## config.mk

```make
export PLATFORM = sky130hd
export DESIGN_NAME = match_round_controller
export DESIGN_NICKNAME = d
export VERILOG_FILES = /design/src/rtl/match_round_controller.sv
export SDC_FILE = /design/constraint.sdc
export NUM_CORES = 1
export LEC_CHECK = 0
export ABC_CLOCK_PERIOD_IN_PS = 3200
export CAP_MARGIN = 40
export CORE_ASPECT_RATIO = 0.8
export CORE_UTILIZATION = 50
export CTS_BUF_LIST = sky130_fd_sc_hd__clkbuf_2 sky130_fd_sc_hd__clkbuf_4 sky130_fd_sc_hd__clkbuf_8
export CTS_CLUSTER_SIZE = 25
export DETAILED_ROUTE_END_ITERATION = 7
export PLACE_DENSITY = 0.81
export SLEW_MARGIN = 15
export SYNTH_ARGS = -nofsm -noshare
export SYNTH_HDL_FRONTEND = slang
export SYNTH_SLANG_ARGS = --single-unit
export TNS_END_PERCENT = 10
```

## constraint.sdc

```tcl
create_clock -name clk -period 3.2 [get_ports clk]
set_clock_uncertainty 0.15 [all_clocks]
set_input_delay 0.48 -clock clk [delete_from_list [all_inputs] [get_ports clk]]
set_output_delay 0.48 -clock clk [all_outputs]
set_load 0.05 [all_outputs]
```

## src/rtl/match_round_controller.sv

```systemverilog
// Match sequencer: intro countdown, timed fight with KO / time-out judging,
// result display, best-of-N match tracking and hold-to-restart.
// Every counter advances only on the 20 Hz game-tick strobe.

// Per-player round-win counter; saturates at WIN_ROUNDS.
module mrc_win_lane #(
  parameter int WIN_ROUNDS = 2,
  parameter int WW         = $clog2(WIN_ROUNDS + 1)
) (
  input  logic          clk,
  input  logic          reset,
  input  logic          clr,
  input  logic          award,
  output logic [WW-1:0] wins,
  output logic          match_pt
);
  localparam logic [WW-1:0] WIN_LIM = WW'(WIN_ROUNDS);
  localparam logic [WW-1:0] PT_LIM  = WW'(WIN_ROUNDS - 1);

  // next round win for this player takes the match
  assign match_pt = (wins >= PT_LIM);

  // count awarded rounds; cleared on reset or on a full restart
  always_ff @(posedge clk) begin
    if (reset || clr)                  wins <= '0;
    else if (award && wins != WIN_LIM) wins <= wins + WW'(1);
  end
endmodule

module match_round_controller #(
  parameter int NUM_PLAYERS  = 2,
  parameter int HP_W         = 9,
  parameter int WIN_ROUNDS   = 2,
  parameter int ROUND_TICKS  = 1200,
  parameter int INTRO_TICKS  = 40,
  parameter int RESULT_TICKS = 60,
  parameter int HOLD_TICKS   = 40
) (
  input  logic                                          clk,
  input  logic                                          reset,
  input  logic                                          tick,
  input  logic [NUM_PLAYERS*HP_W-1:0]                   health_flat,
  input  logic                                          restart_btn,
  input  logic                                          force_restart,
  output logic [1:0]                                    round_state,
  output logic                                          round_reset,
  output logic                                          freeze_inputs,
  output logic [$clog2(ROUND_TICKS+1)-1:0]              time_left,
  output logic [NUM_PLAYERS-1:0]                        round_winner,
  output logic                                          round_draw,
  output logic [NUM_PLAYERS-1:0]                        match_winner,
  output logic [NUM_PLAYERS*$clog2(WIN_ROUNDS+1)-1:0]   wins_flat
);
  localparam int TL_W   = $clog2(ROUND_TICKS + 1);
  localparam int WW     = $clog2(WIN_ROUNDS + 1);
  localparam int PH_MAX = (INTRO_TICKS > RESULT_TICKS) ? INTRO_TICKS : RESULT_TICKS;
  localparam int PH_W   = $clog2(PH_MAX + 1);
  localparam int HD_W   = $clog2(HOLD_TICKS + 1);

  localparam logic [TL_W-1:0] TL_INIT    = TL_W'(ROUND_TICKS);
  localparam logic [TL_W-1:0] TL_ONE     = TL_W'(1);
  localparam logic [PH_W-1:0] INTRO_LIM  = PH_W'(INTRO_TICKS);
  localparam logic [PH_W-1:0] RESULT_LIM = PH_W'(RESULT_TICKS);
  localparam logic [PH_W-1:0] PH_SAT     = PH_W'(PH_MAX);
  localparam logic [HD_W-1:0] HOLD_LIM   = HD_W'(HOLD_TICKS);

  typedef enum logic [1:0] {
    ST_INTRO      = 2'd0,
    ST_FIGHT      = 2'd1,
    ST_ROUND_OVER = 2'd2,
    ST_MATCH_OVER = 2'd3
  } state_t;

  state_t                 state_q, state_d;
  logic [PH_W-1:0]        phase_q, phase_d, phase_inc;
  logic [HD_W-1:0]        hold_q, hold_d, hold_inc;
  logic [TL_W-1:0]        time_q, time_d;
  logic [NUM_PLAYERS-1:0] rw_q, rw_d, mw_q, mw_d;
  logic                   draw_q, draw_d, rr_q, rr_d;
  logic [NUM_PLAYERS-1:0] award, match_pt;
  logic                   clr_wins, hold_cond, restart;

  logic [NUM_PLAYERS-1:0][HP_W-1:0] hp;
  logic [NUM_PLAYERS-1:0][WW-1:0]   wins;

  logic [NUM_PLAYERS-1:0] alive, at_max, res_win;
  logic [HP_W-1:0]        max_hp;
  int                     alive_cnt, max_cnt;
  logic                   result, res_draw;

  assign hp        = health_flat;
  assign wins_flat = wins;

  for (genvar p = 0; p < NUM_PLAYERS; p++) begin : g_lane
    mrc_win_lane #(.WIN_ROUNDS(WIN_ROUNDS), .WW(WW)) u_lane (
      .clk      (clk),
      .reset    (reset),
      .clr      (clr_wins),
      .award    (award[p]),
      .wins     (wins[p]),
      .match_pt (match_pt[p])
    );
  end

  // judge the current health snapshot: KO first, then time-out on the last tick
  always_comb begin
    alive     = '0;
    at_max    = '0;
    max_hp    = '0;
    alive_cnt = 0;
    max_cnt   = 0;
    result    = 1'b0;
    res_draw  = 1'b0;
    res_win   = '0;
    for (int p = 0; p < NUM_PLAYERS; p++) begin
      alive[p] = (hp[p] != '0);
      if (alive[p]) alive_cnt = alive_cnt + 1;
      if (hp[p] > max_hp) max_hp = hp[p];
    end
    for (int p = 0; p < NUM_PLAYERS; p++) begin
      at_max[p] = (hp[p] == max_hp);
      if (at_max[p]) max_cnt = max_cnt + 1;
    end
    if (alive_cnt == 0) begin
      result   = 1'b1;
      res_draw = 1'b1;
    end else if (alive_cnt == 1) begin
      result  = 1'b1;
      res_win = alive;
    end else if (time_q == TL_ONE) begin
      result = 1'b1;
      if (max_cnt == 1) res_win  = at_max;
      else              res_draw = 1'b1;
    end
  end

  // next-state logic; a completed restart hold overrides any round transition
  always_comb begin
    state_d   = state_q;
    phase_d   = phase_q;
    hold_d    = hold_q;
    time_d    = time_q;
    rw_d      = rw_q;
    mw_d      = mw_q;
    draw_d    = draw_q;
    rr_d      = 1'b0;
    award     = '0;
    clr_wins  = 1'b0;
    phase_inc = (phase_q == PH_SAT) ? phase_q : phase_q + PH_W'(1);
    hold_inc  = (hold_q == HOLD_LIM) ? hold_q : hold_q + HD_W'(1);
    hold_cond = (restart_btn && state_q == ST_MATCH_OVER) || force_restart;
    restart   = tick && hold_cond && (hold_inc == HOLD_LIM);

    if (tick) hold_d = hold_cond ? hold_inc : '0;

    if (restart) begin
      state_d  = ST_INTRO;
      phase_d  = '0;
      hold_d   = '0;
      time_d   = TL_INIT;
      rw_d     = '0;
      mw_d     = '0;
      draw_d   = 1'b0;
      rr_d     = 1'b1;
      clr_wins = 1'b1;
    end else if (tick) begin
      case (state_q)
        ST_INTRO: begin
          phase_d = phase_inc;
          if (phase_inc == INTRO_LIM) begin
            state_d = ST_FIGHT;
            phase_d = '0;
            time_d  = TL_INIT;
          end
        end
        ST_FIGHT: begin
          if (result) begin
            time_d  = '0;
            phase_d = '0;
            rw_d    = res_win;
            draw_d  = res_draw;
            award   = res_win;
            if (|(res_win & match_pt)) begin
              state_d = ST_MATCH_OVER;
              mw_d    = res_win;
            end else begin
              state_d = ST_ROUND_OVER;
            end
          end else if (time_q != '0) begin
            time_d = time_q - TL_ONE;
          end
        end
        ST_ROUND_OVER: begin
          phase_d = phase_inc;
          if (phase_inc == RESULT_LIM) begin
            state_d = ST_INTRO;
            phase_d = '0;
            rr_d    = 1'b1;
            rw_d    = '0;
            draw_d  = 1'b0;
          end
        end
        default: ;
      endcase
    end
  end

  // state and output registers
  always_ff @(posedge clk) begin
    if (reset) begin
      state_q <= ST_INTRO;
      phase_q <= '0;
      hold_q  <= '0;
      time_q  <= TL_INIT;
      rw_q    <= '0;
      mw_q    <= '0;
      draw_q  <= 1'b0;
      rr_q    <= 1'b1;
    end else begin
      state_q <= state_d;
      phase_q <= phase_d;
      hold_q  <= hold_d;
      time_q  <= time_d;
      rw_q    <= rw_d;
      mw_q    <= mw_d;
      draw_q  <= draw_d;
      rr_q    <= rr_d;
    end
  end

  assign round_state   = state_q;
  assign round_reset   = rr_q;
  assign freeze_inputs = (state_q != ST_FIGHT);
  assign time_left     = time_q;
  assign round_winner  = rw_q;
  assign round_draw    = draw_q;
  assign match_winner  = mw_q;
endmodule

```

==> impl_results.md, run 1 <==
- Initial antenna violation count: 0
- DP Area: 3690 µm²
- Synth area leaders: dfxtp_1 (24%), ha_1 (12%), a21oi_1 (5.4%)
- Syn Area/Cell: 7.84 µm²
- Sw Share: 26.3%
- CP peak stage delay: 0.27 ns
- Post-place setup slack: -0.578 ns
- Fin crit period: 3.08 ns
- Number of max-cap violations: 0
- Syn Inst Count: 366
- Data required, critical path: 3.23 ns
- Mapped Area: 2870 µm²
- Crit end category: register
- Synth unique cells: 64
- Final net count: 503
- Setup Crit Path Kind: input pin to register
- Drt first pass iters: 5
- Number of synthesized register bits: 35
- Area Overhead vs Synth: 39.2%
- Design Area, Final: 4000 µm²
- H-Tree Depth: 2
- Worst slew pin tran: 0.563 ns
- DRC: 0
- Via count: 3109
- Root Buffer: clkbuf_8
- Share of cells above drive strength 1: 21.4%
- Maximum VDD drop: 243 µV
- Critical Path AT: 3.11 ns
- Worst setup SP type: input pin
- Fmax: 325 MHz
- CP Cell Sequence: clkdlybuf4s15_1 -> ha_4 -> a21o_1 -> a21o_1 -> a21oi_2 -> nand3b_1 -> a21bo_2 -> ha_2 -> nor2b_2 -> and4_1 -> mux2i_2 -> buf_4 -> nor3b_4 -> xnor2_1 -> nor2_1
- Die ar.: 6050 µm²
- Top delay family on crit path: compound AO/OA/AOI/OAI gates
- Leak: 1.62 nW
- Most common library cell in the layout ignoring fill and taps: buf_4
- Total wire length: 8350 µm
- Skew-Pair Late Insertion Delay: 0.29 ns
- CTS sink count: 35
- Gr usage total: 27.6%
- Mapped Nets: 417
- Core Rows: 24
- DR iter-0 viols: 254
- Post-synth top area share: 24.4%
- Post-DP HPWL: 5990 µm
- Final worst-path cycle share: 96.3%
- Initial core utilization: 52.2%
- TritonCTS clock tree: built
- First-pass GRT wire length: 13300 µm
- Slew HR: 62.1%
- Most frequent cells in the layout: buf_4 (46), dfxtp_1 (35), clkdlybuf4s50_1 (31)
- Vias per cell: 5.85
- # port buffers: 46
- Clock share of power: 39.9%
- Final-report max-slew violation count: 0
- Wirelength per Cell: 15.7 µm
- Main synth FF type: dfxtp_1
- Final Wtd Congestion: 0.936
- Ys Warns: 0
- Comb pwr share: 18.5%
- Largest net degree at the start of global routing: 18
- CTS buffer count: 5
- Die Wd: 86.7 µm
- PD cells: 269 nW/µm²
- Worst Slack Setup Final: 0.120 ns
- Internal Power: 792 µW
- Clock transition at the registers of the reported paths: 0.08 ns
- GRT overflow: 0
- Post-route ant nets: 0
- Synth area leader: dfxtp_1
- Post-CTS Hold Buffers: 0
- Final hold vios: 0
- Clk buf depth: 2
- Slowest-stage cell, CP: ha_4
- Top cell by count, worst path: a21o_1
- Flop pwr share: 41.6%
- IO Pins: 47
- Post-synth ARST share: 0%
- EDFF count, synth: 0
- Final setup vio count: 0
- Core Area: 5500 µm²
- WP buf/inv: 2
- Min-Delay Path Class: register to register
- Fill count: 406
- Status: completed
- Diode count: 0
- CP max FO: 4
- Die Span Y: 69.8 µm
- Vias in the first global route: 2906
- Seq/Total Area, Yosys: 24.4%
- P_sw: 283 µW
-- worst reg2reg max path: stages (launching register included) --
cell and delay [ns]:
dfxtp_1 0.53, ha_1 0.39, nand2_1 0.15, and4bb_1 0.35
o32ai_2 0.14, mux2_4 0.29, or4_4 0.51, a221oi_2 0.23
-- worst paths after layout --
kind	depth (start not counted)	slack [ns]	startpoint	endpoint
setup reg to reg	7	0.38	phase_q[0]	time_left[6]
hold / removal	1	0.34	round_draw	round_draw
hold reg to reg	1	0.34	round_draw	round_draw
setup / recovery	15	0.12	health_flat[15]	g_lane[1].u_lane.wins[0]
-- layer usage --
| metal | wire [µm] | GRT usage [%] | share of wire [%] | vias to the layer above |
|---|---|---|---|---|
| li1 | - | - | - | 1507 |
| met1 | 3830 | 37.4 | 46 | 1462 |
| met2 | 3860 | 45.1 | 46 | 126 |
| met3 | 549 | 5.24 | 6.6 | 14 |
| met4 | 122 | 6.48 | 1.5 | 0 |
| met5 | 0 | 0 | 0 | - |
-- cells in the mapped netlist (3+ instances only) --
cell      instances
nor2b_1           7
buf_2             3
inv_1            29
mux2i_1           6
o21ai_0          17
xnor2_1           5
o211ai_1          4
nand4_1           5
nor2_1           31
or3_1             6
ha_1             28
nand2_1          23
dfxtp_1          35
a211oi_1          4
nor4_1            7
xor2_1            7
nor3_1           14
clkbuf_1          5
a21oi_1          31
nand3_1          17
a21o_1            8
o21ai_1           6
nand3b_1          3
o21a_1            7
o31ai_1           5
and3_1            4
-- sequential cells by signal (all words and copies together) (netlist names), 2 cells and up --
name	count
round_winner	2
g_lane.u_lane.wins	4
match_winner	2
hold_q	6
round_state	2
phase_q	6
time_left	11
-- what timing repair did --
| action | in CTS | in global routing |
|---|---|---|
| setup buffers | 0 | 3 |
| endpoints found under the setup margin | 9 | 19 |
| endpoints found under the hold margin | 0 | 0 |
| pin swaps | 6 | 22 |
| resized for setup | 17 | 33 |
-- cells by family after synthesis --
logic type | Yosys count | share of synthesized area, %
mux | 7 | 2.62
xor+xnor | 12 | 3.66
fa+ha+maj | 28 | 12.2
compound gates | 103 | 24.0
flops | 35 | 24.4
buf+inv | 44 | 6.67
simple gates | 137 | 26.4
-- area by class of cell --
| type | instances | area (µm²) | area share (%) |
|---|---|---|---|
| sequential | 35 | 701 | 17.5 |
| clock inverter | 2 | 35.0 | 0.877 |
| inverter | 30 | 113 | 2.82 |
| clock buffer | 6 | 82.6 | 2.07 |
| tap | 78 | 97.6 | 2.44 |
| timing repair buffer | 93 | 838 | 21.0 |
| multi-input combinational | 287 | 2130 | 53.3 |
-- stage by stage --
stage | std cells | TNS [ns] | total power, mW | utilization [%] | hold slack (ns)
floorplan | 366 | 0 | 0.544 | - | 0.332
global placement | 520 | -5.21 | 0.619 | 67.2 | 0.318
detailed placement | 520 | -7.33 | 0.625 | 67.2 | 0.327
CTS | 528 | 0 | 1.05 | 70.0 | 0.344
global route | 531 | -0.0340 | 1.12 | 72.7 | 0.367
finish | 531 | 0 | 1.07 | 72.7 | 0.344
-- power groups by stage --
stage               clock network, mW  logic [mW]  registers [mW]
global placement                    0       0.162           0.457
global route                    0.451       0.217           0.448
CTS                             0.426       0.174           0.447
floorplan                           0      0.0893           0.455
finish                          0.428       0.199           0.447
detailed placement                  0       0.168           0.457
(Power assumes the default switching activity.)
==> run 2: changes to the inputs <==
==> constraint.sdc (replaced) <==
create_clock -name clk -period 3.2 [get_ports clk]
set_clock_uncertainty 0.15 [all_clocks]
set_input_delay 0.64 -clock clk [delete_from_list [all_inputs] [get_ports clk]]
set_output_delay 0.64 -clock clk [all_outputs]
set_load 0.05 [all_outputs]
==> impl_results.md, run 2 (synthesis results as in run 1) <==
- Largest net degree at the start of global routing: 18
- Worst setup SP type: input pin
- Wirelength per Cell: 17.3 µm
- CTS buffer count: 5
- Setup Crit Path Kind: input pin to register
- Share of cells above drive strength 1: 25.7%
- Core Rows: 24
- Critical Path AT: 3.22 ns
- First-pass GRT wire length: 14500 µm
- Die ar.: 6050 µm²
- Clk buf depth: 2
- Most frequent cells in the layout: buf_4 (50), dfxtp_1 (35), nor2_1 (30)
- Vias per cell: 5.98
- R2r startpoint: phase_q[0]
- Leak: 1.55 nW
- Initial core utilization: 52.2%
- Crit end category: register
- TritonCTS clock tree: built
- H-Tree Depth: 2
- Setup crit start: health_flat[16]
- GRT overflow: 0
- Post-DP HPWL: 6200 µm
- Fmax: 313 MHz
- Worst R2R End: time_left[6]
- Unrepaired setup endpoints after global routing: yes
- Fill count: 403
- Via count: 3186
- Critical path endpoint: match_winner[1]
- PD cells: 267 nW/µm²
- Skew-Pair Late Insertion Delay: 0.30 ns
- Drt first pass iters: 5
- Final hold vios: 0
- Diode count: 0
- Clock transition at the registers of the reported paths: 0.07 ns
- Most common library cell in the layout ignoring fill and taps: buf_4
- Maximum VDD drop: 361 µV
- Hold Path Stages: 1
- R2R cell count: 7
- Root Buffer: clkbuf_8
- Die Wd: 86.7 µm
- Gr usage total: 30.4%
- Post-route ant nets: 0
- Setup tns final: 0 ns
- Final net count: 505
- Final setup vio count: 0
- Data required, critical path: 3.22 ns
- Number of max-cap violations: 0
- Area Overhead vs Synth: 39.2%
- Slew HR: 55.6%
- CP max FO: 4
- DRC: 0
- Max reg flops: 11
- Final Wtd Congestion: 0.927
- CTS sink count: 35
- Die Span Y: 69.8 µm
- Worst slew pin tran: 0.661 ns
- Initial antenna violation count: 0
- Vias in the first global route: 3037
- Setup slack, reg-to-reg: 0.34 ns
- Core Area: 5500 µm²
- Total wire length: 9210 µm
- DR iter-0 viols: 261
- # port buffers: 46
- Final worst-path cycle share: 99.9%
- Status: completed
- Final-report max-slew violation count: 0
- Fin crit period: 3.20 ns
- Min-Delay Path Class: register to register
- Total power: 1.07 mW
- IO Pins: 47
run 2: changes by cell type in the layout (fill, tap and decap cells not counted), moves of 2 or more:
| cell | delta |
|---|---|
| nor3_2 | +3 |
| inv_1 | -2 |
| buf_4 | +4 |
| nor2b_4 | +2 |
| clkdlybuf4s15_1 | +2 |
| nor3_1 | -2 |
| clkbuf_2 | +5 |
| nor2b_1 | -2 |
| clkdlybuf4s50_1 | -3 |
| buf_6 | +3 |
| dlymetal6s2s_1 | -8 |
run 2: worst min-delay path by stage:
| stage | startpoint | end | slack, ns |
|---|---|---|---|
| after floorplan | hold_q[2] | hold_q[2] | 0.33 |
| after detailed placement | round_draw | round_draw | 0.32 |
| after global placement | match_winner[0] | match_winner[0] | 0.32 |
| final | round_draw | round_draw | 0.33 |
| after CTS | round_draw | round_draw | 0.33 |
| after global routing | match_winner[0] | match_winner[0] | 0.37 |
run 2: report_power, final:
part	internal (mW)	total (mW)	switching, mW	leakage [nW]
Clock	0.232	0.410	0.178	0.0581
Combinational	0.105	0.209	0.104	1.21
Sequential	0.439	0.447	0.00827	0.283
Total	0.776	1.07	0.291	1.55
run 2: per-stage QoR:
stage          hold WS [ns]  setup slack (ns)  cell area, µm²  utilization (%)  instances
2_1_floorplan         0.332            0.0313            2870                -        366
3_3_place_gp          0.319            -0.548            3660             66.6        517
3_5_place_dp          0.316            -0.814            3660             66.6        517
4_1_cts               0.333           0.00841            3910             71.2        530
5_1_grt               0.367           -0.0942            3990             72.7        533
6_report              0.333           0.00296            3990             72.7        533
run 2: critical path, cell delays in order:
cell and delay, ns:
dlygate4sd2_1 0.27, ha_4 0.23, a21o_1 0.20, a21oi_2 0.20, nand3b_1 0.19, a21bo_4 0.28, ha_4 0.16, nor2b_4 0.12
and4_1 0.20, mux2i_2 0.25, buf_4 0.20, buf_4 0.10, a211o_1 0.10, a21oi_2 0.06
run 2: routing by layer:
metal  GRT usage (%)  share of wire, %
met4            10.9               3.0
met3            5.95               7.4
met5               0                 0
met1            40.7                43
met2            48.2                47
run 2: area by class of cell:
| cell class | instances | area [µm²] | share of cell area, % |
|---|---|---|---|
| Clock buffer | 5 | 68.8 | 1.72 |
| Clock inverter | 3 | 43.8 | 1.10 |
| Inverter | 30 | 115 | 2.88 |
| Multi-Input combinational cell | 287 | 2170 | 54.4 |
| Sequential cell | 35 | 701 | 17.5 |
| Tap cell | 78 | 97.6 | 2.44 |
| Timing Repair Buffer | 95 | 797 | 20.0 |
run 2: repair_timing:
action	in CTS	in global routing
buffers inserted	5	3
pin swaps	23	25
gates resized for setup	46	47
hold endpoints to repair	0	0
endpoints found under the setup margin	25	26
hold buffers	0	0
